[config.mk]
export PLATFORM = sky130hd
export DESIGN_NAME = led_pwm_breath_flat
export DESIGN_NICKNAME = d
export VERILOG_FILES = /design/src/rtl/led_pwm_breath_if.sv /design/src/rtl/led_pwm_breath.sv /design/src/flat_wrapper.sv
export SDC_FILE = /design/constraint.sdc
export NUM_CORES = 1
export LEC_CHECK = 0
export CORE_MARGIN = 2
export CORE_UTILIZATION = 44
export DETAILED_ROUTE_END_ITERATION = 6
export SYNTH_ARGS = -nofsm -noshare
export SYNTH_HDL_FRONTEND = slang
export SYNTH_SLANG_ARGS = --single-unit
[constraint.sdc]
create_clock -name i_clk -period 3.15 [get_ports i_clk]
set_clock_uncertainty 0.1 [all_clocks]
set_input_delay 0.945 -clock i_clk [delete_from_list [all_inputs] [get_ports i_clk]]
set_output_delay 0.945 -clock i_clk [all_outputs]
set_load 0.01 [all_outputs]
[src/rtl/led_pwm_breath_if.sv]
// ---------------------------------------------------------------------------
// led_pwm_breath_if
// Groups the pattern/brightness inputs and LED/status outputs of
// led_pwm_breath. Clock and reset are kept as plain module ports.
//
// Signals:
//   i_led_en    [P_LED_NUMBER] per-lane enable from the blink driver
//   i_breath_en [1]            1 = breathing ramp, 0 = fixed duty
//   i_duty      [P_PWM_BITS]   fixed duty used when i_breath_en = 0
//   o_led       [P_LED_NUMBER] registered LED pin levels
//   o_duty      [P_PWM_BITS]   duty currently applied to the comparator
//   o_phase     [2]            breathing state (0 UP, 1 HOLD_HI, 2 DOWN, 3 HOLD_LO)
//
// Modports:
//   master - the block that drives the enables/duty and observes the LEDs
//   slave  - led_pwm_breath itself
//
// The inputs are level signals with no valid/ready handshake: every
// input is sampled on every rising clock edge, and every output is a
// register that is valid in every cycle after reset.
// ---------------------------------------------------------------------------
interface led_pwm_breath_if #(
    parameter int P_LED_NUMBER = 1,
    parameter int P_PWM_BITS   = 8
);
    logic [P_LED_NUMBER-1:0] i_led_en;
    logic                    i_breath_en;
    logic [P_PWM_BITS-1:0]   i_duty;
    logic [P_LED_NUMBER-1:0] o_led;
    logic [P_PWM_BITS-1:0]   o_duty;
    logic [1:0]              o_phase;

    modport master (
        output i_led_en, i_breath_en, i_duty,
        input  o_led, o_duty, o_phase
    );

    modport slave (
        input  i_led_en, i_breath_en, i_duty,
        output o_led, o_duty, o_phase
    );
endinterface

[src/rtl/led_pwm_breath.sv]
// ---------------------------------------------------------------------------
// led_pwm_breath
// PWM brightness stage that sits between the LED blink driver and the
// board pins. Every lit lane is modulated with a PWM whose duty is either
// a fixed value or an automatic breathing ramp
// (UP -> HOLD_HI -> DOWN -> HOLD_LO -> UP ...).
// Everything runs on i_clk; the breathing ramp advances on a one-clock
// step tick rather than on a derived clock.
//
// Ports:
//   i_clk  - system clock
//   i_rst  - asynchronous reset, active low
//   bus    - led_pwm_breath_if.slave (i_led_en, i_breath_en, i_duty in;
//            o_led, o_duty, o_phase out)
//
// Parameters:
//   P_LED_NUMBER - number of LED lanes
//   P_PWM_BITS   - duty width B; PWM period is 2^B-1 clocks
//   P_STEP_CLKS  - clocks per breathing step tick
//   P_HOLD_STEPS - step ticks spent in each hold phase
//   P_LED_ON     - pin level of a lit LED (unlit = ~P_LED_ON)
//
// Optional build macro:
//   LED_PWM_GAMMA_EN - when defined, the comparator uses a gamma-corrected
//                      duty g = (o_duty*o_duty) >> B, except that full
//                      duty stays full. o_duty still reports the linear
//                      value.
// ---------------------------------------------------------------------------
module led_pwm_breath #(
    parameter int   P_LED_NUMBER = 1,
    parameter int   P_PWM_BITS   = 8,
    parameter int   P_STEP_CLKS  = 50000,
    parameter int   P_HOLD_STEPS = 100,
    parameter logic P_LED_ON     = 1'b1
) (
    input logic              i_clk,
    input logic              i_rst,
    led_pwm_breath_if.slave  bus
);

    localparam int C_STEP_W = (P_STEP_CLKS > 1) ? $clog2(P_STEP_CLKS) : 1;
    localparam int C_HOLD_W = (P_HOLD_STEPS > 1) ? $clog2(P_HOLD_STEPS) : 1;

    localparam logic [P_PWM_BITS-1:0]   C_DUTY_MAX  = {P_PWM_BITS{1'b1}};
    localparam logic [P_PWM_BITS-1:0]   C_PWM_TOP   = {{(P_PWM_BITS-1){1'b1}}, 1'b0};
    localparam logic [P_PWM_BITS-1:0]   C_DUTY_ONE  = {{(P_PWM_BITS-1){1'b0}}, 1'b1};
    localparam logic [C_STEP_W-1:0]     C_STEP_LAST = C_STEP_W'(P_STEP_CLKS - 1);
    localparam logic [C_HOLD_W-1:0]     C_HOLD_LAST = C_HOLD_W'(P_HOLD_STEPS - 1);
    localparam logic [P_LED_NUMBER-1:0] C_LED_OFF   = {P_LED_NUMBER{~P_LED_ON}};

    typedef enum logic [1:0] {
        ST_UP      = 2'd0,
        ST_HOLD_HI = 2'd1,
        ST_DOWN    = 2'd2,
        ST_HOLD_LO = 2'd3
    } phase_t;

    logic [P_PWM_BITS-1:0]   r_pwm_cnt;
    logic [C_STEP_W-1:0]     r_step_cnt;
    logic                    w_tick;

    phase_t                  r_phase,    w_phase_nx;
    logic [P_PWM_BITS-1:0]   r_bduty,    w_bduty_nx;
    logic [C_HOLD_W-1:0]     r_hold_cnt, w_hold_nx;

    logic [P_PWM_BITS-1:0]   w_src_duty;
    logic [P_PWM_BITS-1:0]   r_duty;
    logic [P_PWM_BITS-1:0]   w_cmp_duty;
    logic                    w_pwm_on;
    logic [P_LED_NUMBER-1:0] w_lit;
    logic [P_LED_NUMBER-1:0] r_led;

    // PWM counter: 0 .. 2^B-2, so duty 2^B-1 compares as always on.
    always_ff @(posedge i_clk or negedge i_rst) begin
        if (!i_rst) begin
            r_pwm_cnt <= '0;
        end else if (r_pwm_cnt == C_PWM_TOP) begin
            r_pwm_cnt <= '0;
        end else begin
            r_pwm_cnt <= r_pwm_cnt + C_DUTY_ONE;
        end
    end

    // Step counter runs in both modes; the tick is its terminal count.
    always_ff @(posedge i_clk or negedge i_rst) begin
        if (!i_rst) begin
            r_step_cnt <= '0;
        end else if (r_step_cnt == C_STEP_LAST) begin
            r_step_cnt <= '0;
        end else begin
            r_step_cnt <= r_step_cnt + 1'b1;
        end
    end

    assign w_tick = (r_step_cnt == C_STEP_LAST);

    // Breathing FSM: state register.
    always_ff @(posedge i_clk or negedge i_rst) begin
        if (!i_rst) begin
            r_phase    <= ST_UP;
            r_bduty    <= '0;
            r_hold_cnt <= '0;
        end else begin
            r_phase    <= w_phase_nx;
            r_bduty    <= w_bduty_nx;
            r_hold_cnt <= w_hold_nx;
        end
    end

    // Breathing FSM: next state. The ramp saturates at both ends and the
    // phase changes on the same tick that reaches the end value.
    always_comb begin
        w_phase_nx = r_phase;
        w_bduty_nx = r_bduty;
        w_hold_nx  = r_hold_cnt;
        if (!bus.i_breath_en) begin
            // Parked at the start of the ramp so enabling restarts from 0.
            w_phase_nx = ST_UP;
            w_bduty_nx = '0;
            w_hold_nx  = '0;
        end else if (w_tick) begin
            case (r_phase)
                ST_UP: begin
                    if (r_bduty >= C_PWM_TOP) begin
                        w_bduty_nx = C_DUTY_MAX;
                        w_phase_nx = ST_HOLD_HI;
                        w_hold_nx  = '0;
                    end else begin
                        w_bduty_nx = r_bduty + C_DUTY_ONE;
                    end
                end
                ST_HOLD_HI: begin
                    if (r_hold_cnt >= C_HOLD_LAST) begin
                        w_phase_nx = ST_DOWN;
                        w_hold_nx  = '0;
                    end else begin
                        w_hold_nx  = r_hold_cnt + 1'b1;
                    end
                end
                ST_DOWN: begin
                    if (r_bduty <= C_DUTY_ONE) begin
                        w_bduty_nx = '0;
                        w_phase_nx = ST_HOLD_LO;
                        w_hold_nx  = '0;
                    end else begin
                        w_bduty_nx = r_bduty - C_DUTY_ONE;
                    end
                end
                ST_HOLD_LO: begin
                    if (r_hold_cnt >= C_HOLD_LAST) begin
                        w_phase_nx = ST_UP;
                        w_hold_nx  = '0;
                    end else begin
                        w_hold_nx  = r_hold_cnt + 1'b1;
                    end
                end
                default: begin
                    w_phase_nx = ST_UP;
                    w_bduty_nx = '0;
                    w_hold_nx  = '0;
                end
            endcase
        end
    end

    assign w_src_duty = bus.i_breath_en ? r_bduty : bus.i_duty;

    // Duty is only taken at period start, so a period never mixes two
    // duties. A tick on the same edge is seen next period (r_bduty here is
    // still the pre-tick value).
    always_ff @(posedge i_clk or negedge i_rst) begin
        if (!i_rst) begin
            r_duty <= '0;
        end else if (r_pwm_cnt == '0) begin
            r_duty <= w_src_duty;
        end
    end

`ifdef LED_PWM_GAMMA_EN
    logic [2*P_PWM_BITS-1:0] w_sq;
    logic [P_PWM_BITS-1:0]   w_gamma;
    logic [P_PWM_BITS-1:0]   r_gduty;

    assign w_sq    = {{P_PWM_BITS{1'b0}}, w_src_duty} * {{P_PWM_BITS{1'b0}}, w_src_duty};
    // The squared curve would top out just below full scale; pin full duty
    // to full scale so maximum brightness stays always-on.
    assign w_gamma = (w_src_duty == C_DUTY_MAX) ? C_DUTY_MAX
                                                : w_sq[2*P_PWM_BITS-1:P_PWM_BITS];

    // Latched on the same edge as r_duty so the pair never disagrees.
    always_ff @(posedge i_clk or negedge i_rst) begin
        if (!i_rst) begin
            r_gduty <= '0;
        end else if (r_pwm_cnt == '0) begin
            r_gduty <= w_gamma;
        end
    end

    assign w_cmp_duty = r_gduty;
`else
    assign w_cmp_duty = r_duty;
`endif

    assign w_pwm_on = (r_pwm_cnt < w_cmp_duty);
    assign w_lit    = bus.i_led_en & {P_LED_NUMBER{w_pwm_on}};

    // XOR with the off pattern maps lit/unlit onto the board's pin polarity.
    always_ff @(posedge i_clk or negedge i_rst) begin
        if (!i_rst) begin
            r_led <= C_LED_OFF;
        end else begin
            r_led <= w_lit ^ C_LED_OFF;
        end
    end

    assign bus.o_led   = r_led;
    assign bus.o_duty  = r_duty;
    assign bus.o_phase = r_phase;

endmodule

[src/flat_wrapper.sv]
// flat-port wrapper written by rule: the top's interface ports become plain ports
module led_pwm_breath_flat 
#(
    parameter int   P_LED_NUMBER = 1,
    parameter int   P_PWM_BITS   = 8,
    parameter int   P_STEP_CLKS  = 50000,
    parameter int   P_HOLD_STEPS = 100,
    parameter logic P_LED_ON     = 1'b1
)
  (i_clk, i_rst, bus_i_led_en, bus_i_breath_en, bus_i_duty, bus_o_led, bus_o_duty, bus_o_phase);
  led_pwm_breath_if #(.P_LED_NUMBER(P_LED_NUMBER), .P_PWM_BITS(P_PWM_BITS)) bus_i ();
  input logic i_clk;
  input logic i_rst;
  input wire logic [$bits(bus_i.i_led_en)-1:0] bus_i_led_en;
  input wire logic [$bits(bus_i.i_breath_en)-1:0] bus_i_breath_en;
  input wire logic [$bits(bus_i.i_duty)-1:0] bus_i_duty;
  output wire logic [$bits(bus_i.o_led)-1:0] bus_o_led;
  output wire logic [$bits(bus_i.o_duty)-1:0] bus_o_duty;
  output wire logic [$bits(bus_i.o_phase)-1:0] bus_o_phase;
  assign bus_i.i_led_en = bus_i_led_en;
  assign bus_i.i_breath_en = bus_i_breath_en;
  assign bus_i.i_duty = bus_i_duty;
  assign bus_o_led = bus_i.o_led;
  assign bus_o_duty = bus_i.o_duty;
  assign bus_o_phase = bus_i.o_phase;
  led_pwm_breath #(.P_LED_NUMBER(P_LED_NUMBER), .P_PWM_BITS(P_PWM_BITS), .P_STEP_CLKS(P_STEP_CLKS), .P_HOLD_STEPS(P_HOLD_STEPS), .P_LED_ON(P_LED_ON)) u_core (.i_clk(i_clk), .i_rst(i_rst), .bus(bus_i));
endmodule
* Yosys cells after proc, flatten, opt, wreduce, memory -nomap -nowiden
Cells that the tools add are included.
W data, S select, Z words.
** Storage, ports and cells
- Flip-flop bits (word level) :: 50
- Input bits :: 12
- Logic and storage cells :: 55
** Cells by class
- Add/sub/neg operators :: 5
- Order comparisons :: 4
- Eq/ne operators :: 11
- Multiplexer cells :: 21
- Bitwise logic cells :: 1
- Reduce and logical (&&, ||, !) cells :: 6
** Operator list (number)
- $mux W8 :: 6
- $mux W7 :: 5
- $pmux W7 S3 :: 1
- $add A16 B1 Y16 const B :: 1
- $add A8 B1 Y8 const B :: 2
- $eq A16 B16 Y1 const B :: 1
- $mux W16 :: 1
- $pmux W8 S2 :: 1
- $mux W2 :: 6
- $ne A3 B2 Y1 const B :: 4
- $eq A8 B8 Y1 const B :: 1
- $ge A8 B8 Y1 const B :: 1
- $le A8 B1 Y1 const B :: 1
- $logic_not A8 Y1 :: 1
- $lt A8 B8 Y1 :: 1
- $pmux W2 S4 :: 1
- $sub A8 B1 Y8 const B :: 1
- $add A7 B1 Y7 const B :: 1
- $ge A7 B7 Y1 const B :: 1
- $reduce_and A5 Y1 :: 1
- $eq A2 B2 Y1 const B :: 2
- $ne A3 B1 Y1 const B :: 1
- $reduce_and A3 Y1 :: 1
- $eq A2 B1 Y1 const B :: 1
- other kinds (5) :: 5

* Logic depth before layout (Yosys ltp)
Gate-level depths: netlist (run 1).
- Depth in word-level cells :: 5
- Gate-level depth with buffers :: 8
- Gate-level depth less buffers :: 7

* Worst setup path after synthesis (run 1)
No wires, ideal clock.
- Path kind :: register -> register
- Start point :: register u_core.r_bduty[0]
- End point :: register u_core.r_hold_cnt[5]
- Library setup time :: 120 ps
- Arrival :: 2124 ps
- Data required time :: 2930 ps
- Slack :: 807 ps
- Cell stages (with the launch flop) :: 9
- Buffers on the path :: 1
- Cell sequence :: dfrtp_1 clkbuf_1 inv_1 ha_1 o2111a_1 a21bo_2 a31oi_4 mux2_4 a31o_1
** Between the ends
- Cells in the longest elaborated chain, start to end :: 3
- Elaborated cells between the ends (all ways) :: 5
- Those cells by class :: order compare (2); eq/ne (2); reduce/logical (1)
** Ends and longest elaborated chain
- start, declared :: line led_pwm_breath.sv:63 : logic [P_PWM_BITS-1:0] r_bduty, w_bduty_nx;
- start signal, assigned :: line led_pwm_breath.sv:105 : r_bduty <= w_bduty_nx;
- $le A8 B1 Y1 / $ge A8 B8 Y1 (equally long branches) :: line led_pwm_breath.sv:141, led_pwm_breath.sv:124
- $ne A3 B2 Y1 (no source line)
- $reduce_and A3 Y1 (no source line) (*)
- end signal, assigned :: line led_pwm_breath.sv:106 : r_hold_cnt <= w_hold_nx;
- end, declared :: line led_pwm_breath.sv:64 : logic [C_HOLD_W-1:0] r_hold_cnt, w_hold_nx;
Every way passes the cells marked *; elsewhere a longest branch is shown, timed or not.
A chain may end at the register's enable or synchronous reset.

* Worst setup path in the final report (run 1)
- Start point :: register u_core.r_bduty[5]
- End point :: register u_core.r_hold_cnt[5]
Same word-level chain as after synthesis.

==> results of run 1 <==
per-stage QoR:
stage / setup slack (ns) / total power [mW] / instance area (um^2) / cells / hold slack (ns)
3_5_place_dp: 0.501 / 0.788 / 3340 / 424 / 0.372
4_1_cts: 0.753 / 1.17 / 3430 / 432 / 0.386
5_1_grt: 0.629 / 1.22 / 3430 / 432 / 0.404
2_1_floorplan: 0.807 / 0.725 / 3010 / 327 / 0.355
3_3_place_gp: 0.521 / 0.788 / 3340 / 424 / 0.371
6_report: 0.749 / 1.16 / 3430 / 432 / 0.386
where the power goes:
part	switching, mW	internal, mW	total [mW]
Sequential	0.0107	0.652	0.663
Clock	0.230	0.157	0.387
Combinational	0.0588	0.0516	0.110
kinds of logic after synthesis:
group	count (synthesis)	share of synthesized area, %
buffers and inverters	33	4.15
AND/OR/NAND/NOR	124	20.2
adder cells (fa/ha/maj)	20	8.31
multiplexers	10	3.49
flip-flops	50	41.5
AO/OA/AOI/OAI	70	16.5
XOR/XNOR	20	5.81
cell type report:
class                           instances  area (um^2)  area share (%)
Multi-Input combinational cell        244         1640            47.7
Sequential cell                        50         1250            36.5
Timing Repair Buffer                   30          275            8.03
Tap cell                               80          100            2.92
Inverter                               20         75.1            2.19
Clock buffer                            5         68.8            2.01
Clock inverter                          3         21.3           0.620
Yosys cell counts, types with 3 or more instances:
master	count	area, um^2
sky130_fd_sc_hd__nand2b_1	4	25.0
sky130_fd_sc_hd__nand2_1	32	120
sky130_fd_sc_hd__nor4_1	5	31.3
sky130_fd_sc_hd__clkbuf_1	12	45.0
sky130_fd_sc_hd__o21ai_0	22	110
sky130_fd_sc_hd__nor2b_1	3	18.8
sky130_fd_sc_hd__mux2i_1	9	90.1
sky130_fd_sc_hd__o31ai_1	4	30.0
sky130_fd_sc_hd__a21oi_1	7	35.0
sky130_fd_sc_hd__inv_1	20	75.1
sky130_fd_sc_hd__and2_1	3	18.8
sky130_fd_sc_hd__a21boi_0	3	22.5
sky130_fd_sc_hd__ha_1	20	250
sky130_fd_sc_hd__dfrtp_1	50	1250
sky130_fd_sc_hd__nor2_1	27	101
sky130_fd_sc_hd__o21a_1	3	22.5
sky130_fd_sc_hd__o211ai_1	4	30.0
sky130_fd_sc_hd__xor2_1	11	96.3
sky130_fd_sc_hd__and3_1	7	43.8
sky130_fd_sc_hd__nor3_1	9	45.0
sky130_fd_sc_hd__nand3_1	24	120
sky130_fd_sc_hd__xnor2_1	9	78.8
registers in the layout (all words and copies together) (netlist names):
signal	flops
u_core.r_step_cnt	16
u_core.bus.o_duty	8
u_core.r_bduty	8
u_core.r_pwm_cnt	8
u_core.r_hold_cnt	7
u_core.bus.o_phase	2
u_core.bus.o_led	1
worst register-to-register path, stage by stage (launching register included):
cell and delay [ns]:
sky130_fd_sc_hd__dfrtp_1 0.53, sky130_fd_sc_hd__or4_4 0.65, sky130_fd_sc_hd__o31ai_4 0.32, sky130_fd_sc_hd__a31oi_4 0.18, sky130_fd_sc_hd__mux2_4 0.34, sky130_fd_sc_hd__a31o_1 0.18
worst min-delay path by stage:
stage / startpoint / to / slack [ns] / cells after the start
detailed placement: u_core.r_step_cnt[0]$_DFF_PN0_ / u_core.r_step_cnt[0]$_DFF_PN0_ / 0.37 / 1
floorplan: u_core.r_step_cnt[0]$_DFF_PN0_ / u_core.r_step_cnt[0]$_DFF_PN0_ / 0.35 / 1
global placement: u_core.r_step_cnt[0]$_DFF_PN0_ / u_core.r_step_cnt[0]$_DFF_PN0_ / 0.37 / 1
finish: u_core.r_step_cnt[0]$_DFF_PN0_ / u_core.r_step_cnt[0]$_DFF_PN0_ / 0.39 / 1
CTS: u_core.r_step_cnt[0]$_DFF_PN0_ / u_core.r_step_cnt[0]$_DFF_PN0_ / 0.39 / 1
global route: u_core.r_step_cnt[0]$_DFF_PN0_ / u_core.r_step_cnt[0]$_DFF_PN0_ / 0.40 / 1
per-layer routing:
metal  routed length [um]  up-vias  track usage, %
li1                     -     1197               -
met4                   87        0            6.39
met1                 3170     1104            26.5
met3                  170        7            2.38
met2                 2860       42            26.9
met5                    0        -               0
==> impl_metrics.yaml, run 1 <==
critical_path:
  worst-r2r-setup-slack_ns: 0.75
  worstRegToRegCells: 5
  critical_path.reg2reg.endpoint: "u_core.r_hold_cnt[5]$_DFFE_PN0P_"
  crit_chain: "or4_4 > o31ai_4 > a31oi_4 > mux2_4 > a31o_1"
  slowest_stage: "sky130_fd_sc_hd__or4_4"
  worst_ep_arrival_time_ns: 2.50
  critical_path_peak_fanout: 11
  r2r_start: "u_core.r_bduty[5]$_DFFE_PN0P_"
  required_time_of_the_critical_path_ns: 3.25
  critPathLaunch: "u_core.r_bduty[5]$_DFFE_PN0P_"
  bufs_and_invs_on_worst_path: 0
  cp_num_cells: 5
  critical_path.endpoint: "u_core.r_hold_cnt[5]$_DFFE_PN0P_"
  critPathLaunchType: "flip-flop"
  cp_top_family: "compound AO/OA/AOI/OAI gates"
  crit_path_category: "reg -> reg"
  setup.worst_path.end_class: "flip-flop"
  cp_slowest_stage_delay_ns: 0.65
logic_synthesis:
  netlist_area_um2: 3010
  synth-seq-area-share_pct: 41.5
  mappedNetlistNets: 359
  synth_cell_type_count: 53
  synth_async_sr_flop_share_pct: 100
  count_of_flip_flops_with_a_built_in_enable_after_synthesis: 0
  ys.flop_type: "sky130_fd_sc_hd__dfrtp_1"
  avg_inst_size_synth_um2: 9.21
  yosysWarningCount: 0
  yosys_register_bits: 50
  netlist_instances: 327
timing:
  max_slew_violations: 0
  final.min_clock_period_ns: 2.40
  rsz0062_at_grt: "false"
  fin_crit_sh_pct: 76.2
  timing_worst_slew_pin_value_ns: 0.611
  slew_headroom_pct: 58.9
  clock.fmax_mhz: 416
  finalHoldViolations: 0
  finalSetupViolCount: 0
  finalSetupTns_ns: 0
place:
  hpwl_mm: 4.51
  globalplace.congestion: 0.824
  port-buffer-count: 22
floorplanning:
  num_rows: 30
  io_pins: 23
  start_util_pct: 44.8
  dieArea_um2: 7530
  floorplan.core_area_um2: 6720
  die_h_um: 86.8
  width_of_the_die_um: 86.8
global_route:
  antenna_found_initial: 0
  grt_use_total_pct: 18.0
  grt_start_max_net_pins: 28
  first_global_vias: 2213
  grt_first_pass_wirelength_mm: 10.7
  grt-ovfl-total: 0
status:
  outcome: "completed"
final_layout:
  fin_util_pct: 51.0
  mostFrequentLayoutCell: "sky130_fd_sc_hd__dfrtp_1"
  num_antenna_cells: 0
  commonest_cells_after_routing_fill_and_taps_aside: "50 x sky130_fd_sc_hd__dfrtp_1, 32 x sky130_fd_sc_hd__nand2_1, 27 x sky130_fd_sc_hd__nor2_1"
  fillCellCount: 632
  layout-drive-gt1-share_pct: 6.82
  total_nets_final: 383
  area.growth.synth_to_final_pct: 13.8
power:
  leakagePower_nw: 1.57
  cellPowerDensity_nw_per_um2: 338
  ir_drop_uv: 130
run:
  drv_cap: 0
clock_tree:
  clkLatencyLatePin_ns: 0.31
  cts_setup_buffers: 0
  post_cts_resize_count: 0
  htree_num_levels: 2
  cts_hold_buf: 0
  ctsLongestPathBuffers: 2
  tritoncts.num_buffers: 5
  clk_pin_slew_ns: 0.10
  tritoncts_sinks: 50
  cts.root.buffer_cell: "sky130_fd_sc_hd__clkbuf_8"
  tritoncts: "built"
routing:
  drt-pass1-iter-count: 4
  totalWireLength_mm: 6.29
  routed_via_density: 5.44
  detailroute.via_count: 2350
  detail_route_antenna_nets: 0
  first_iter_violations: 123
  drc_errors: 0
  routedWlPerCell_um: 14.6
hold_path:
  worstHoldPathType: "reg -> reg"
(Power assumes the default switching activity.)
==> inputs of run 2 (changes only) <==
--- a/config.mk
+++ b/config.mk
@@ -8,6 +8,7 @@
 export CORE_MARGIN = 2
 export CORE_UTILIZATION = 44
 export DETAILED_ROUTE_END_ITERATION = 6
+export PLACE_DENSITY = 0.65
 export SYNTH_ARGS = -nofsm -noshare
 export SYNTH_HDL_FRONTEND = slang
 export SYNTH_SLANG_ARGS = --single-unit
==> constraint.sdc (replaced) <==
create_clock -name i_clk -period 2 [get_ports i_clk]
set_clock_uncertainty 0.1 [all_clocks]
set_input_delay 0.6 -clock i_clk [delete_from_list [all_inputs] [get_ports i_clk]]
set_output_delay 0.6 -clock i_clk [all_outputs]
set_load 0.01 [all_outputs]
==> run 2 against run 1 <==
  * The run now ends with setup timing left
  * Non-clock buffer count increased by 35
  * Cell count increased by 8.1%
  * First-iteration DRC count decreased by 0.81%
  * Sequential share of layout area decreased by 3.4 points
  * Via count increased by 5.4%
  * Flip-flop and latch count unchanged
  * Critical path depth increased by 1
  * Hold slack got worse by 0.22 ns
  * Final area increased by 10%
==> impl_metrics.yaml, run 2 (synthesis gave the netlist of run 1 again) <==
timing:
  worst_hold_slack_ns: 0.165
  finalHoldViolations: 0
  slew_headroom_pct: 66.5
  clock.fmax_mhz: 483
  max_slew_violations: 0
  fin_crit_sh_pct: 104
  finalSetupViolCount: 6
  rsz0062_at_grt: "true"
  finalWorstSetupSlack_ns: -0.0706
  final.min_clock_period_ns: 2.07
  timing_worst_slew_pin_value_ns: 0.501
global_route:
  grt_use_total_pct: 18.9
  grt_start_max_net_pins: 51
  grt-ovfl-total: 0
  first_global_vias: 2541
  antenna_found_initial: 0
  grt_first_pass_wirelength_mm: 11.5
routing:
  routed-wl-met2_mm: 3.13
  first_iter_violations: 122
  detailroute.via_count: 2478
  met1_length_mm: 3.15
  routed_via_density: 5.31
  detail_route_antenna_nets: 0
  totalWireLength_mm: 6.52
  drc_errors: 0
  met3RoutedLength_um: 139
  topRoutingLayerUsed: "met4"
  drt-pass1-iter-count: 4
  routedWlPerCell_um: 14.0
floorplanning:
  floorplan.core_area_um2: 6720
  start_util_pct: 44.8
  width_of_the_die_um: 86.8
  die_h_um: 86.8
  io_pins: 23
  num_rows: 30
  dieArea_um2: 7530
critical_path:
  r2r_start: "u_core.r_bduty[5]$_DFFE_PN0P_"
  setup.worst_path.end_class: "flip-flop"
  critPathLaunchType: "flip-flop"
  critical_path_peak_fanout: 6
  crit_path_category: "reg -> reg"
  worst_ep_arrival_time_ns: 2.20
  required_time_of_the_critical_path_ns: 2.13
  critPathLaunch: "u_core.r_bduty[5]$_DFFE_PN0P_"
place:
  globalplace.congestion: 0.831
  hpwl_mm: 4.74
  dp_slack_ns: -0.127
  place_area_um2: 3600
  port-buffer-count: 22
  place_inst: 457
run:
  drv_cap: 0
final_layout:
  num_antenna_cells: 0
  commonest_cells_after_routing_fill_and_taps_aside: "50 x sky130_fd_sc_hd__dfrtp_1, 41 x sky130_fd_sc_hd__buf_4, 32 x sky130_fd_sc_hd__nand2_1"
  flip_flop_count_of_the_largest_register_after_layout: 16
  total_nets_final: 418
  mostFrequentLayoutCell: "sky130_fd_sc_hd__dfrtp_1"
  layout-drive-gt1-share_pct: 18.6
  stdcell_count: 467
  register_with_the_most_flip_flops: "u_core.r_step_cnt"
  area.growth.synth_to_final_pct: 25.6
  final_instance_area_um2: 3780
hold_path:
  worstHoldPathType: "in -> async"
power:
  leakagePower_nw: 1.79
  finalPower_mw: 1.95
  cellPowerDensity_nw_per_um2: 517
  ir_drop_uv: 284
clock_tree:
  tritoncts_sinks: 50
  tritoncts.num_buffers: 5
  ctsLongestPathBuffers: 2
  clk_pin_slew_ns: 0.10
  tritoncts: "built"
  htree_num_levels: 2
  clkLatencyLatePin_ns: 0.31
  cts.root.buffer_cell: "sky130_fd_sc_hd__clkbuf_8"
status:
  outcome: "complete, but fails checks"
  violations: "setup timing"
-- run 2: cell types whose count changed in the layout (fill, tap and decap cells not counted), sizes merged --
| cell | delta |
|---|---|
| buf | +35 |
| bufinv | +1 |
| clkbuf | +1 |
| clkdlybuf4s50 | -2 |
| clkinv | -2 |
| dlygate4sd2 | +1 |
| dlymetal6s2s | +1 |
-- run 2: per-layer routing --
layer / vias to the layer above / track usage (%)
li1: 1266 / -
met1: 1175 / 25.3
met2: 29 / 31.6
met3: 8 / 3.33
met4: 0 / 5.26
met5: - / 0
-- run 2: per-stage QoR --
step	setup TNS (ns)	util, %
after global routing	-1.06	56.3
after floorplan	-0.171	-
after global placement	-0.518	53.6
final	-0.246	56.3
after detailed placement	-0.821	53.6
after CTS	-0.252	55.3
-- run 2: final timing paths --
kind	to	slack (ns)	cells after the start
max in group asynchronous	u_core.r_bduty[6]$_DFFE_PN0P_	1.40	2
min in group i_clk	u_core.r_hold_cnt[6]$_DFFE_PN0P_	0.40	1
hold / removal	u_core.r_step_cnt[14]$_DFF_PN0_	0.16	2
setup / recovery	u_core.bus.o_phase[0]$_DFFE_PN0P_	-0.07	6
setup reg to reg	u_core.bus.o_phase[0]$_DFFE_PN0P_	-0.07	6
hold reg to reg	u_core.r_hold_cnt[6]$_DFFE_PN0P_	0.40	1
-- run 2: area by class of cell --
type | count | area (um^2)
Fill cell | 617 | 2940
Multi-Input combinational cell | 244 | 1690
Sequential cell | 50 | 1250
Timing Repair Buffer | 65 | 556
Tap cell | 80 | 100
Inverter | 20 | 75.1
Clock buffer | 6 | 72.6
Clock inverter | 2 | 37.5
-- run 2: timing repair --
| item | CTS | global route |
|---|---|---|
| setup endpoints to repair | 12 | 16 |
| hold buffers | 0 | 0 |
| resized for setup | 2 | 15 |
| pin swaps | 1 | 1 |
| buffers inserted | 0 | 2 |
-- run 2: where the power goes --
group / switching, mW / leakage, nW / internal (mW)
Sequential: 0.0126 / 0.658 / 1.03
Combinational: 0.105 / 1.08 / 0.0995
Clock: 0.337 / 0.0514 / 0.374
Total: 0.455 / 1.79 / 1.50
-- run 2: critical path, stage by stage, from the launching register on --
cell and delay [ns]:
sky130_fd_sc_hd__dfrtp_1 0.38, sky130_fd_sc_hd__or4_4 0.57, sky130_fd_sc_hd__o31ai_4 0.24, sky130_fd_sc_hd__a31oi_4 0.15, sky130_fd_sc_hd__buf_4 0.19, sky130_fd_sc_hd__nor4_2 0.22
sky130_fd_sc_hd__o21bai_1 0.14
